### config.mk
export PLATFORM = sky130hd
export DESIGN_NAME = pipe_shifter_flat
export DESIGN_NICKNAME = d
export VERILOG_FILES = /design/src/rtl/pipe_shifter_if.sv /design/src/rtl/pipe_shifter.sv /design/src/flat_wrapper.sv
export SDC_FILE = /design/constraint.sdc
export NUM_CORES = 1
export LEC_CHECK = 0
export BUFFER_PORTS_ARGS = -buffer_cell sky130_fd_sc_hd__clkbuf_2
export CORE_MARGIN = 5
export CORE_UTILIZATION = 50
export DETAILED_ROUTE_END_ITERATION = 8
export PLACE_DENSITY = 0.78
export SYNTH_ARGS = -nofsm -noshare
export SYNTH_HDL_FRONTEND = slang
export SYNTH_SLANG_ARGS = --single-unit
### constraint.sdc
create_clock -name clk -period 1.7 [get_ports clk]
set_clock_uncertainty 0.2 [all_clocks]
set_input_delay 0.34 -clock clk [delete_from_list [all_inputs] [get_ports clk]]
set_output_delay 0.34 -clock clk [all_outputs]
set_load 0.1 [all_outputs]
### src/rtl/pipe_shifter_if.sv
// Valid/ready handshake bundle for pipe_shifter: operation in, result out.
// The slave modport is the shifter's view; master is the issuing/consuming side.
interface pipe_shifter_if #(
   parameter int unsigned WIDTH = 16,
   parameter int unsigned TAG_W = 4
);
   localparam int unsigned SHW = $clog2(WIDTH);

   logic             in_valid;
   logic             in_ready;
   logic [WIDTH-1:0] in_data;
   logic [SHW-1:0]   in_amt;
   logic [1:0]       in_op;
   logic [TAG_W-1:0] in_tag;

   logic             out_valid;
   logic             out_ready;
   logic [WIDTH-1:0] out_data;
   logic             out_zero;
   logic [TAG_W-1:0] out_tag;

   modport master (
      output in_valid, in_data, in_amt, in_op, in_tag, out_ready,
      input  in_ready, out_valid, out_data, out_zero, out_tag
   );

   modport slave (
      input  in_valid, in_data, in_amt, in_op, in_tag, out_ready,
      output in_ready, out_valid, out_data, out_zero, out_tag
   );
endinterface

### src/rtl/pipe_shifter.sv
// Pipelined barrel shifter (SLL/SRL/SRA/ROL); stage k applies the 2^k step of the amount.
// One global enable advances or freezes every stage together.
module pipe_shifter #(
   parameter int unsigned WIDTH = 16,
   parameter int unsigned TAG_W = 4
) (
   input logic           clk,
   input logic           rst,
   pipe_shifter_if.slave bus
);
   localparam int unsigned SHW = $clog2(WIDTH);

   typedef enum logic [1:0] {
      OpSll = 2'b00,
      OpSrl = 2'b01,
      OpSra = 2'b10,
      OpRol = 2'b11
   } op_e;

   logic             en;
   logic [SHW-1:0]   valid_q, valid_d;
   logic [WIDTH-1:0] data_q [SHW];
   logic [WIDTH-1:0] data_d [SHW];
   logic [TAG_W-1:0] tag_q  [SHW];
   logic [TAG_W-1:0] tag_d  [SHW];
   // Control only travels as far as the last stage that still consumes it.
   logic [SHW-2:0]   rem_q  [SHW-1];
   logic [SHW-2:0]   rem_d  [SHW-1];
   op_e              op_q   [SHW-1];
   op_e              op_d   [SHW-1];
   logic [SHW-2:0]   sign_q, sign_d;

   function automatic logic [WIDTH-1:0] shift_step(
      input logic [WIDTH-1:0] d,
      input op_e              op,
      input logic             sign,
      input int unsigned      k,
      input logic             apply
   );
      logic [WIDTH-1:0] r;
      int unsigned      s;
      s = 32'd1 << k;
      unique case (op)
         OpSll:   r = d << s;
         OpSrl:   r = d >> s;
         OpSra:   r = (d >> s) | (sign ? ~({WIDTH{1'b1}} >> s) : '0);
         OpRol:   r = (d << s) | (d >> (WIDTH - s));
         default: r = d;
      endcase
      return apply ? r : d;
   endfunction

   always_comb begin
      en      = !valid_q[SHW-1] || bus.out_ready;
      valid_d = valid_q;
      data_d  = data_q;
      tag_d   = tag_q;
      rem_d   = rem_q;
      op_d    = op_q;
      sign_d  = sign_q;
      if (en) begin
         valid_d = {valid_q[SHW-2:0], bus.in_valid};
         // Payload is sampled only on acceptance; a bubble leaves stage 0 data untouched.
         if (bus.in_valid) begin
            data_d[0] = shift_step(bus.in_data, op_e'(bus.in_op), bus.in_data[WIDTH-1], 0,
                                   bus.in_amt[0]);
            tag_d[0]  = bus.in_tag;
            rem_d[0]  = bus.in_amt[SHW-1:1];
            op_d[0]   = op_e'(bus.in_op);
            sign_d[0] = bus.in_data[WIDTH-1];
         end
         for (int unsigned k = 1; k < SHW; k++) begin
            data_d[k] = shift_step(data_q[k-1], op_q[k-1], sign_q[k-1], k, rem_q[k-1][0]);
            tag_d[k]  = tag_q[k-1];
         end
         for (int unsigned k = 1; k < SHW - 1; k++) begin
            rem_d[k]  = rem_q[k-1] >> 1;
            op_d[k]   = op_q[k-1];
            sign_d[k] = sign_q[k-1];
         end
      end
   end

   always_ff @(posedge clk) begin
      if (rst) begin
         valid_q <= '0;
         sign_q  <= '0;
         for (int unsigned k = 0; k < SHW; k++) begin
            data_q[k] <= '0;
            tag_q[k]  <= '0;
         end
         for (int unsigned k = 0; k < SHW - 1; k++) begin
            rem_q[k] <= '0;
            op_q[k]  <= OpSll;
         end
      end else begin
         valid_q <= valid_d;
         sign_q  <= sign_d;
         data_q  <= data_d;
         tag_q   <= tag_d;
         rem_q   <= rem_d;
         op_q    <= op_d;
      end
   end

   assign bus.in_ready  = en;
   assign bus.out_valid = valid_q[SHW-1];
   assign bus.out_data  = data_q[SHW-1];
   assign bus.out_zero  = (data_q[SHW-1] == '0);
   assign bus.out_tag   = tag_q[SHW-1];
endmodule

### src/flat_wrapper.sv
// flat-port wrapper written by rule: the top's interface ports become plain ports
module pipe_shifter_flat 
#(
   parameter int unsigned WIDTH = 16,
   parameter int unsigned TAG_W = 4
)
  (clk, rst, bus_in_valid, bus_in_data, bus_in_amt, bus_in_op, bus_in_tag, bus_out_ready, bus_in_ready, bus_out_valid, bus_out_data, bus_out_zero, bus_out_tag);
  pipe_shifter_if #(.WIDTH(WIDTH), .TAG_W(TAG_W)) bus_i ();
  input logic clk;
  input logic rst;
  input wire logic [$bits(bus_i.in_valid)-1:0] bus_in_valid;
  input wire logic [$bits(bus_i.in_data)-1:0] bus_in_data;
  input wire logic [$bits(bus_i.in_amt)-1:0] bus_in_amt;
  input wire logic [$bits(bus_i.in_op)-1:0] bus_in_op;
  input wire logic [$bits(bus_i.in_tag)-1:0] bus_in_tag;
  input wire logic [$bits(bus_i.out_ready)-1:0] bus_out_ready;
  output wire logic [$bits(bus_i.in_ready)-1:0] bus_in_ready;
  output wire logic [$bits(bus_i.out_valid)-1:0] bus_out_valid;
  output wire logic [$bits(bus_i.out_data)-1:0] bus_out_data;
  output wire logic [$bits(bus_i.out_zero)-1:0] bus_out_zero;
  output wire logic [$bits(bus_i.out_tag)-1:0] bus_out_tag;
  assign bus_i.in_valid = bus_in_valid;
  assign bus_i.in_data = bus_in_data;
  assign bus_i.in_amt = bus_in_amt;
  assign bus_i.in_op = bus_in_op;
  assign bus_i.in_tag = bus_in_tag;
  assign bus_i.out_ready = bus_out_ready;
  assign bus_in_ready = bus_i.in_ready;
  assign bus_out_valid = bus_i.out_valid;
  assign bus_out_data = bus_i.out_data;
  assign bus_out_zero = bus_i.out_zero;
  assign bus_out_tag = bus_i.out_tag;
  pipe_shifter #(.WIDTH(WIDTH), .TAG_W(TAG_W)) u_core (.clk(clk), .rst(rst), .bus(bus_i));
endmodule
# After elaboration in Yosys (flattened, before gate mapping)
# Cells that the tools add are included.
[classes]
bitwise = 8
eq_ne = 12
n_mux = 12
reduce_logical = 8
[op_table]
columns = ["op", "count"]
rows = [
  ["16-bit one-hot mux with 4 select lines", 4],
  ["16-bit 2-to-1 mux", 8],
  ["2-bit equality test, second input constant", 8],
  ["16-bit logical NOT", 1],
  ["12-bit by 16-bit bitwise OR with 16-bit output", 1],
  ["14-bit by 16-bit bitwise OR with 16-bit output", 1],
  ["15-bit by 16-bit bitwise OR with 16-bit output", 1],
  ["16-bit by 1-bit bitwise OR with 16-bit output", 1],
  ["16-bit by 2-bit bitwise OR with 16-bit output", 1],
  ["16-bit by 4-bit bitwise OR with 16-bit output", 1],
  ["16-bit by 8-bit bitwise OR with 16-bit output", 1],
  ["8-bit by 16-bit bitwise OR with 16-bit output", 1],
  ["2-bit by 1-bit equality test with 1-bit output, second input constant", 4],
  ["2-bit logical NOT", 4],
  ["2-bit AND reduction", 1],
  ["1-bit logical NOT", 1],
  ["1-bit logical OR", 1],
]
[totals]
input_bits = 30
reg_bits = 99

# Depth between registers and ports, before layout
[logic_depth]
ltp_word = 4
ltp_mapped = 7

# Worst setup path after synthesis
# Ideal clock, no wire load.
[synth_path]
kind = "register -> output"
from = "register u_core.valid_q[3]"
to = "output port bus_in_ready"
path_slack_ns = -0.701
t_arrival_ns = 1.861
stages_incl_launch_ff = 6
cell_sequence = "dfxtp_1 nor2b_1 inv_1 buf_2 clkbuf_1 buf_2"
[synth_via]
elab_chain_len = 2
[synth_rtl]
columns = ["element", "line_no", "source"]
rows = [
  ["start, declared", "pipe_shifter.sv:21", "logic [SHW-1:0] valid_q, valid_d;"],
  ["start signal, assigned", "pipe_shifter.sv:97", "valid_q <= valid_d;"],
  ["1-bit logical NOT", "pipe_shifter.sv:54", "en = !valid_q[SHW-1] || bus.out_ready;"],
  ["1-bit logical OR", "pipe_shifter.sv:54", ""],
  ["end, declared", "flat_wrapper.sv:17", "output wire logic [$bits(bus_i.in_ready)-1:0] bus_in_ready;"],
]
# Every way passes these cells.

# Worst setup path after layout
[layout_path]
from = "register u_core.data_q (netlist bit u_core.bus.out_data[13])"
to = "output port bus_out_zero"
[layout_via]
elab_chain_len = 1
[layout_rtl]
columns = ["element", "line_no", "source"]
rows = [
  ["start, declared", "pipe_shifter.sv:22", "logic [WIDTH-1:0] data_q [SHW];"],
  ["start signal, assigned", "pipe_shifter.sv:99", "data_q <= data_d;"],
  ["16-bit logical NOT", "pipe_shifter.sv:109", "assign bus.out_zero = (data_q[SHW-1] == '0);"],
  ["end, declared", "flat_wrapper.sv:20", "output wire logic [$bits(bus_i.out_zero)-1:0] bus_out_zero;"],
]
# Every way passes these cells.

==> results.cfg <==
[worst_setup_path]
critPathMaxFanout = 2
start_kind = flop
cp_data_arrival_time_ns = 1.43
critPathSlowestCell = dfxtp_1
cp.required_ns = 1.16
end_kind = primary output
crit_path_cell_trace = nor4_2 > and4_4 > buf_12
worst-setup-path-type = flop to primary output
timing.rr.start = u_core.op_q[4]
ff2ff_path_depth = 3
cpPeakStageDelay_ns = 0.33
r2r_setup_slack_ns = 0.03
r2r_end = u_core.data_q[46]

[min_path]
whs_path_depth = 3
worst_hold_path_type = primary input to flop
hold_end = u_core.sign_q[0]
min_from = bus_in_data[15]

[timing]
period_needed_ns = 1.97
setup_slack_ns = -0.271
relSlewSlack_pct = 65.8
fin_crit_sh_pct = 116
slew_viol_final = 0
fmax_mhz = 507
rsz0062_at_grt = yes
tightest_slew_ns = 0.513
final-hold-violation-count = 0
fin_setup_tns_ns = -0.271
setup_violations = 1

[route]
routed_wl_microns = 12200
drt_iter0_drc = 318
drtAntennaViolNets = 0
drc = 0
viasPerCell = 5.65
wire_per_inst_microns = 14.3
first_pass_iters = 6
vias = 4805

[finish]
fill_cells = 905
layout.nets = 739
final_cell_area_sq_um = 6220
diodes = 0
fin_cells = 850
final_layout_size_suffix_gt1_share_pct = 21.1
utilization_pct = 61.1
area_growth_syn_to_layout_pct = 20.8

[cts]
clkSinkCount = 99
clkLatencyLatePin_ns = 0.38
cts_tree = yes
numCtsBuffers = 9
clk_pin_slew_ns = 0.10
root_buffer = clkbuf_8
cts_buffer_depth = 2
htree_levels = 3

[global_route]
grt_use_total_pct = 19.6
grt_pass1_vias = 4662
grt_max_degree = 74
grt_pass1_wl_microns = 20900
gr-total-overflow = 0
antenna_found_initial = 0

[yosys]
synth_edf_count = 0
avgSynthCellArea_sq_um = 7.65
yosysTopAreaCell = dfxtp_1
synthCells = 673
synth_nets = 703
ys_types = 34
yosys.area.top_type_share_pct = 38.5
synth_flop_cell = dfxtp_1
async_flop_share_pct = 0
syn_area_sq_um = 5150
yosysSeqAreaShare_pct = 38.5
ys_ff_latch = 99
ys_warn_count = 0
synth.area.top_cells = dfxtp_1 (39%), nand2_1 (13%), a21oi_1 (5.7%), o21ai_0 (5.2%), mux2i_1 (3.9%)

[power]
power_density_nw_per_um2 = 819
peakVddDrop_v = 0.000464
leakage_uw = 0.00240

[floorplan]
die-area_sq_um = 12400
start_util_pct = 50.5
io_pins = 53
die_w_microns = 111
die_h_microns = 111
core_area_sq_um = 10200
rows = 37

[placed_design]
hpwl_microns = 8690
gp_congestion = 0.918
port_buffers = 52
dpl_cell_area_sq_um = 5880
dp_cells = 826

[run]
maxCapViolCount = 0

[run_status]
violations = setup timing
outcome = complete, but fails checks
## cell type report
class,instances,area [sq um],area share (%)
clock buffers,9,124,1.99
clock inverters,7,76.3,1.23
inverters,4,20.0,0.322
multi-input cells,492,2800,45.1
flip-flops and latches,99,1990,32.0
well taps,136,170,2.74
repair buffers,103,1040,16.7
## synthesized netlist by cell type, types with 2 or more instances
cell type	count
clkbuf_1	45
nand2_1	176
nand3b_1	23
o221ai_1	7
buf_4	20
nor3_1	8
mux2i_1	20
a221oi_1	2
a311oi_1	8
xnor2_1	2
a21oi_1	59
a21oi_2	10
o21ai_0	53
mux2_2	3
inv_1	4
buf_1	5
nor4_1	4
a31o_2	12
and3_1	4
a211o_1	14
a311o_1	16
dfxtp_1	99
buf_2	7
and2_1	13
o31ai_1	6
nor2b_1	17
nor2_1	28
xor2_1	2
## metrics by stage
step,power (uW),hold WS [ns],setup WS (ns)
CTS,5110,0.0275,-0.296
finish,5090,0.0354,-0.271
global placement,3580,0.240,0.00720
global route,5320,0.0540,-0.322
detailed placement,3620,0.244,-0.0270
floorplan,3290,0.227,-0.0904
## placed cells by master, fill, tap and decap left out, types with 4 or more instances in the layout
master and count:
a311o_1 16, o21ai_0 53, and2_1 12, a21oi_2 10, a31o_2 12, clkbuf_2 28
o221ai_1 7, a21oi_1 59, nor2b_1 15, buf_4 42, dlygate4sd3_1 7, and3_1 4
a311oi_1 8, nand2_1 175, buf_12 23, nor2_1 28, mux2i_1 20, dfxtp_1 95
nand3b_1 23, nor3_1 8, o31ai_1 6, a211o_1 14, clkbuf_8 10
## worst max-delay path by stage
stage / from / end / slack [ns] / cells after the start
2_1_floorplan: u_core.valid_q[3] / bus_in_ready / -0.09 / 5
3_3_place_gp: bus_out_ready / bus_in_ready / 0.007 / 5
3_5_place_dp: bus_out_ready / u_core.bus.out_data[2] / -0.03 / 5
4_1_cts: u_core.bus.out_data[3] / bus_out_zero / -0.30 / 3
5_1_grt: u_core.bus.out_data[0] / bus_out_zero / -0.32 / 3
6_report: u_core.bus.out_data[13] / bus_out_zero / -0.27 / 3
## kinds of logic after synthesis
group / Yosys count / share of synthesized area (%)
mux: 23 / 4.55
flops: 99 / 38.5
simple gates: 275 / 23.9
xor+xnor: 5 / 0.997
fa+ha+maj: 1 / 0.195
buf+inv: 82 / 7.76
compound gates: 188 / 24.1
## registers in the layout, indices dropped and copies added (netlist names)
signal,flops
u_core.bus.out_data,16
u_core.bus.out_tag,4
u_core.data_q,48
u_core.op_q,6
u_core.rem_q,6
u_core.sign_q,3
u_core.tag_q,12
u_core.valid_q,4
## critical path: cells and delay by family, from the launching register on
family,cells,cell delay [ns]
flip-flops,1,0.33
AND/OR/NAND/NOR,2,0.57
buffers and inverters,1,0.17
## routing by layer
layer / routed length, microns / vias up / GRT usage, %
met5: 0 / - / 0
met4: 333 / 0 / 7.70
met3: 572 / 30 / 2.66
met2: 5900 / 142 / 35.1
met1: 5380 / 2240 / 23.7
li1: - / 2393 / -
## report_power, final
part | internal (uW) | switching [uW] | total (uW)
Clock | 585 | 902 | 1490
Sequential | 2440 | 125 | 2570
Combinational | 446 | 587 | 1030
## repair_timing
item,CTS,global route
endpoints found under the setup margin,2,15
hold endpoints to repair,7,0
buffers inserted,2,0
gates cloned,0,1
hold buffers,7,0
resized for setup,8,6
pin swaps,2,2
Power figures use the tool's default switching activity.
